[src/rtl/sram_agg_serializer.sv]
// sram_agg_serializer
//   Access controller for a single-port SRAM bank of 2^ADDR_WIDTH lines, each
//   line FETCH_WIDTH lanes of DATA_WIDTH bits, with a 1-cycle read latency.
//   Write side packs a DATA_WIDTH stream into full lines and writes them at an
//   auto-incrementing line address. Read side accepts line-address requests,
//   reads the bank and serialises the lanes back out, lane 0 first.
//   Only one bank access happens per cycle, and a pending line write wins.
//
// Ports
//   clk, rst             clock, asynchronous active-high reset
//   clk_en               global enable; all state holds while low
//   flush                synchronous soft clear (overrides clk_en)
//   data_in*             write stream (valid/ready)
//   wr_addr              line address the next line write will use
//   rd_req_*             read request stream (valid/ready)
//   data_out*            read data stream (valid/ready)
//   mem_*_bank           bank interface: cen/wen active high, Q valid the
//                        cycle after a read access and held while unaccessed
module sram_agg_serializer #(
  parameter int DATA_WIDTH  = 16,
  parameter int FETCH_WIDTH = 4,
  parameter int ADDR_WIDTH  = 8
) (
  input  logic                                  clk,
  input  logic                                  rst,
  input  logic                                  clk_en,
  input  logic                                  flush,
  input  logic [DATA_WIDTH-1:0]                 data_in,
  input  logic                                  data_in_valid,
  output logic                                  data_in_ready,
  output logic [ADDR_WIDTH-1:0]                 wr_addr,
  input  logic [ADDR_WIDTH-1:0]                 rd_req_addr,
  input  logic                                  rd_req_valid,
  output logic                                  rd_req_ready,
  output logic [DATA_WIDTH-1:0]                 data_out,
  output logic                                  data_out_valid,
  input  logic                                  data_out_ready,
  output logic [ADDR_WIDTH-1:0]                 mem_addr_in_bank,
  output logic                                  mem_cen_in_bank,
  output logic                                  mem_wen_in_bank,
  output logic [FETCH_WIDTH-1:0][DATA_WIDTH-1:0] mem_data_in_bank,
  input  logic [FETCH_WIDTH-1:0][DATA_WIDTH-1:0] mem_data_out_bank
);

  localparam int IDX_W = (FETCH_WIDTH > 1) ? $clog2(FETCH_WIDTH) : 1;
  localparam logic [IDX_W-1:0] LAST_IDX = IDX_W'(FETCH_WIDTH - 1);

  typedef logic [FETCH_WIDTH-1:0][DATA_WIDTH-1:0] line_t;
  typedef enum logic [1:0] {RD_IDLE, RD_WAIT, RD_SER} rd_state_e;

  line_t                 agg_q, agg_d;
  logic [IDX_W-1:0]      agg_cnt_q, agg_cnt_d;
  logic                  agg_full_q, agg_full_d;
  logic [ADDR_WIDTH-1:0] wr_ptr_q, wr_ptr_d;
  rd_state_e             rd_state_q, rd_state_d;
  line_t                 ser_q, ser_d;
  logic [IDX_W-1:0]      ser_idx_q, ser_idx_d;

  logic wr_hs, rd_hs, out_hs, wr_issue;

  // Handshakes and bank port. A full aggregation buffer owns the bank for one
  // cycle and blocks both input streams, which keeps a line write ahead of any
  // read accepted after its last word.
  always_comb begin
    data_in_ready    = clk_en & ~flush & ~agg_full_q;
    rd_req_ready     = clk_en & ~flush & ~agg_full_q & (rd_state_q == RD_IDLE);
    data_out_valid   = clk_en & (rd_state_q == RD_SER);
    data_out         = ser_q[ser_idx_q];
    wr_hs            = data_in_valid & data_in_ready;
    rd_hs            = rd_req_valid & rd_req_ready;
    out_hs           = data_out_valid & data_out_ready;
    wr_issue         = clk_en & ~flush & agg_full_q;
    mem_cen_in_bank  = wr_issue | rd_hs;
    mem_wen_in_bank  = wr_issue;
    // wr_issue and rd_hs are mutually exclusive, so the read address only
    // needs to win when a request is actually being accepted.
    mem_addr_in_bank = rd_hs ? rd_req_addr : wr_ptr_q;
    mem_data_in_bank = agg_q;
    wr_addr          = wr_ptr_q;
  end

  // NOTE: every next-state signal takes its hold value first so that no path
  // through the branches below leaves it unassigned and infers a latch.
  always_comb begin
    agg_d      = agg_q;
    agg_cnt_d  = agg_cnt_q;
    agg_full_d = agg_full_q;
    wr_ptr_d   = wr_ptr_q;
    rd_state_d = rd_state_q;
    ser_d      = ser_q;
    ser_idx_d  = ser_idx_q;

    if (flush) begin
      // Drops a partial line, a pending line write and any read in flight.
      agg_d      = '0;
      agg_cnt_d  = '0;
      agg_full_d = 1'b0;
      wr_ptr_d   = '0;
      rd_state_d = RD_IDLE;
      ser_d      = '0;
      ser_idx_d  = '0;
    end else if (clk_en) begin
      if (wr_hs) begin
        agg_d[agg_cnt_q] = data_in;
        if (agg_cnt_q == LAST_IDX) begin
          agg_cnt_d  = '0;
          agg_full_d = 1'b1;
        end else begin
          agg_cnt_d = agg_cnt_q + IDX_W'(1);
        end
      end
      if (agg_full_q) begin
        // The write is on the bank this cycle; pointer wraps silently.
        agg_full_d = 1'b0;
        wr_ptr_d   = wr_ptr_q + ADDR_WIDTH'(1);
      end

      case (rd_state_q)
        RD_IDLE: if (rd_hs) rd_state_d = RD_WAIT;
        RD_WAIT: begin
          // Bank Q is held while unaccessed, so capturing after a clk_en
          // stall still sees the requested line.
          ser_d      = mem_data_out_bank;
          ser_idx_d  = '0;
          rd_state_d = RD_SER;
        end
        RD_SER: begin
          if (out_hs) begin
            if (ser_idx_q == LAST_IDX) begin
              ser_idx_d  = '0;
              rd_state_d = RD_IDLE;
            end else begin
              ser_idx_d = ser_idx_q + IDX_W'(1);
            end
          end
        end
        default: rd_state_d = RD_IDLE;
      endcase
    end
  end

  // NOTE: state registers use non-blocking assignments so every register
  // samples its _d value from before the edge, independent of block order.
  always_ff @(posedge clk or posedge rst) begin
    if (rst) begin
      agg_q      <= '0;
      agg_cnt_q  <= '0;
      agg_full_q <= 1'b0;
      wr_ptr_q   <= '0;
      rd_state_q <= RD_IDLE;
      ser_q      <= '0;
      ser_idx_q  <= '0;
    end else begin
      agg_q      <= agg_d;
      agg_cnt_q  <= agg_cnt_d;
      agg_full_q <= agg_full_d;
      wr_ptr_q   <= wr_ptr_d;
      rd_state_q <= rd_state_d;
      ser_q      <= ser_d;
      ser_idx_q  <= ser_idx_d;
    end
  end

endmodule

[config.mk]
export PLATFORM = sky130hd
export DESIGN_NAME = sram_agg_serializer
export DESIGN_NICKNAME = d
export VERILOG_FILES = /design/src/rtl/sram_agg_serializer.sv
export SDC_FILE = /design/constraint.sdc
export NUM_CORES = 1
export LEC_CHECK = 0
export BUFFER_PORTS_ARGS = -buffer_cell sky130_fd_sc_hd__buf_2
export CAP_MARGIN = 20
export CORE_AREA = 3 3 131 133
export DETAILED_ROUTE_END_ITERATION = 8
export DIE_AREA = 0 0 134 136
export PLACE_DENSITY = 0.65
export SYNTH_ARGS = -nofsm -noshare
export SYNTH_HDL_FRONTEND = slang
export SYNTH_SLANG_ARGS = --single-unit
[constraint.sdc]
create_clock -name clk -period 4.43 [get_ports clk]
set_input_delay 0.6645 -clock clk [delete_from_list [all_inputs] [get_ports clk]]
set_output_delay 0.6645 -clock clk [all_outputs]
set_load 0.01 [all_outputs]
==> results list <==
* Height of the die: 136 um
- Required @ worst endpoint: 3.77 ns
- At the end of the flow, the number of nets in the layout was 829.
- Hold-fix buffers at CTS: 0
- The worst hold path belongs to the class in -> reg.
- Peak supply drop: 255 uV
* Worst Max-Slew Pin Slew: 1.03 ns
* Standard cell core area: 15900 um2
- TritonCTS clock tree: done
- Vias in the first global route: 5433
* Sequential fraction of the synthesis area: 55.8%
* Max-slew violation count: 0
- In this run the cell area measured after placement is 7390 um2.
- When the netlist entered floorplanning its net count stood at 664.
* Pin count of the biggest net entering global routing: 80
- Peak Freq: 338 MHz
- The largest single stage delay on the critical path is 0.57 ns.
- The post-route netlist has 35.3% of its cells at a drive strength greater than 1.
* Startpoint type of the worst setup path: input port
* Vias after detailed routing: 5322
- Number of instances in the synthesized netlist: 563
* Endpoint of the worst register-to-register path: mem_data_in_bank[48]$_DFFE_PP0P_
- The worst path uses 66.9% of the clock period.
- Library cell occupying the most area in the post-synthesis netlist: dfrtp_1
* End point of the most critical hold path: ser_q[53]$_DFFE_PP0P_
- Count of unresolved DRC violations after routing: 0
- After layout, the design draws a total of 2.98 mW.
* Clock-pin slew on the worst setup and hold paths: 0.06 ns
- The most numerous cell type found on the critical path is buf_2.
* Beginning of the worst register-to-register path: agg_cnt_q[0]$_DFFE_PP0P_
- For the final routed database, the setup TNS stands at 0 ns.
- R2R Setup Slk: 2.14 ns
* Worst Hold Margin: 0.458 ns
* Routed length per instance: 19.0 um
- First DRT Iteration DRCs: 457
- Setup repair after global routing left no endpoint under its margin.
* Count of buffers from port buffering: 195
- The HPWL after detailed placement is 12000 um.
* First-pass GRT wire length: 29200 um
- Die width: 134 um
- The die covers 18200 um2.
* Pre-Repair DR Iteration Count: 5
* Run status: finished clean
- The initial antenna violation count came to 1.
- Worst-path fanout max: 40
* Number of failing hold endpoints at the final stage: 0
- The tree is rooted in a clkbuf_16.
* Total non-filler cell area in the finished layout: 7990 um2
* Leak pwr: 3.91 nW
- Max-Slew Margin vs Limit: 31.6%
- Dividing the synthesized area by the synthesized cell count gives 11.4 um2.
- The tool flagged a number of max-cap violations equal to 0.
- Layout area overhead: 24.6%
* Buffers inserted by post-CTS timing repair: 0
- Summed over its instances, the top area cell type makes up 55.8% of the synthesized netlist area.
- Across the routed clock network, the largest skew measured is 0.00798 ns.
- Sink count of the clock tree: 143
- After detailed routing, the number of vias per cell comes to 5.56.
* Number of synthesized flops with an enable pin: 0
* Data arrival time of the critical path: 2.30 ns
- For the worst flop-to-flop path, the logic depth is 4.
- DRT Wirelength: 18200 um
* Cts repair resizes: 0
* Cells on Worst Hold Path: 2
- The worst setup path is of the in -> out kind.
* Asr flop ratio synth: 100%
- In this run the count of I/O pins placed on the die edge is 196.
- The slowest stage of the critical path belongs to the cell buf_2.
- TritonCTS Buffers: 17
* Crit path capture type: primary output
- Leading cell types by count after synthesis: 143 x dfrtp_1, 70 x nand3_1, 67 x o21ai_0, 64 x a22o_1, 62 x a21oi_1
* # setup viols final: 0
- Source-to-sink clock delay at the later pin of the worst-skew pair: 0.42 ns
* Crit path time final: 2.96 ns
- In this run the cell area of the synthesized design comes to 6410 um2.
- Total grt overflow: 0
* Yosys synthesis warning count: 0
- Once detail routing completed, the nets flagged for antenna violations numbered 0.
- Synthesis inferred 143 register bits.
- In this run the most critical hold path is launched from mem_data_out_bank[53].
* Dominant cells by area after synthesis: dfrtp_1 56%, a22o_1 8.7%, mux4_2 5.6%, nand3_1 5.5%, o21ai_0 5.2%
* Count of distinct cell types in the synthesized netlist: 33
* Largest buffer count on any clock path: 2
- GRT Overall Usage: 20.2%
* Critical path, cell by cell: buf_2 > nand4bb_1 > mux2_2 > buf_2
- Effective utilization at floorplan: 40.2%
- H-tree depth: 4
- Power density cells: 373 nW/um2
* Final weighted congestion of routability-driven global placement: 0.839
- Number of placement rows: 46
- For this run, the leading register cell type out of synthesis is dfrtp_1.
- Leading cell type by number of instances after synthesis: dfrtp_1
## layout make-up
| type | instances | area (um2) |
|---|---|---|
| Clock inverter | 13 | 166 |
| Multi-Input combinational cell | 352 | 2460 |
| Tap cell | 216 | 270 |
| Antenna cell | 1 | 2.50 |
| Fill cell | 1462 | 7960 |
| Inverter | 11 | 45.0 |
| Sequential cell | 143 | 3580 |
| Clock buffer | 18 | 429 |
| Timing Repair Buffer | 203 | 1040 |
## cell usage in the layout (no fill, tap or decap), types with 6 or more instances in the layout
cell type / Yosys / layout
inv_1: 11 / 10
ha_1: 6 / 6
a21oi_1: 62 / 62
buf_4: 10 / 8
nand3_1: 70 / 70
nand2_1: 6 / 6
o21ai_0: 67 / 67
buf_2: 13 / 195
dfrtp_1: 143 / 143
a22o_1: 64 / 64
nor2_1: 8 / 8
mux2_2: 8 / 8
mux4_2: 16 / 16
clkbuf_16: 0 / 17
nand2b_1: 13 / 13
## worst max-delay path: cells and delay by family
family,cells,cell delay [ns]
buffers and inverters,2,0.71
muxes,1,0.39
and+or+nand+nor,1,0.53
## per-stage QoR
stage          worst slack (ns)  utilization, %  instances
6_report                   1.47            50.1        957
5_1_grt                    1.33            50.1        957
4_1_cts                    1.45            50.1        956
3_5_place_dp               1.45            46.3        925
3_3_place_gp               1.49            46.3        925
2_1_floorplan              1.97               -        563
## kinds of logic after synthesis
family                     after synthesis  synth area share (%)
AOI/OAI and AO/OA                      203                  19.8
xor gates and xnor gates                 2                 0.273
and+or+nand+nor                        116                  9.68
adders and majority gates                6                  1.17
DFF                                    143                  55.8
buffers and inverters                   68                  5.99
muxes                                   25                  7.20
## metal layers
metal	global-route usage, %	vias to the layer above	wire length (um)
met5	0	-	0
met4	7.14	0	363
met3	5.44	29	1450
met2	30.7	229	8620
met1	28.1	2648	7790
li1	-	2416	-
## sequential cells by signal, indices dropped and copies added (netlist names)
signal	count
ser_q	64
agg_cnt_q	2
mem_data_in_bank	64
agg_full_q	1
wr_addr	8
ser_idx_q	2
rd_state_q	2
## worst max path at each step
stage                     slack (ns)  cells after the start  startpoint                  endpoint
final                           1.47                      4       flush       mem_addr_in_bank[0]
after floorplan                 1.97                      1         rst  agg_cnt_q[0]$_DFFE_PP0P_
after global placement          1.49                      4       flush       mem_addr_in_bank[7]
after global routing            1.33                      4       flush       mem_addr_in_bank[4]
after CTS                       1.45                      4       flush       mem_addr_in_bank[1]
after detailed placement        1.45                      4       flush       mem_addr_in_bank[1]
## report_power, final
| part | switching [mW] | internal (mW) |
|---|---|---|
| logic | 0.130 | 0.0664 |
| clock network | 0.567 | 0.885 |
| registers | 0.0106 | 1.32 |
(Power assumes the default switching activity.)
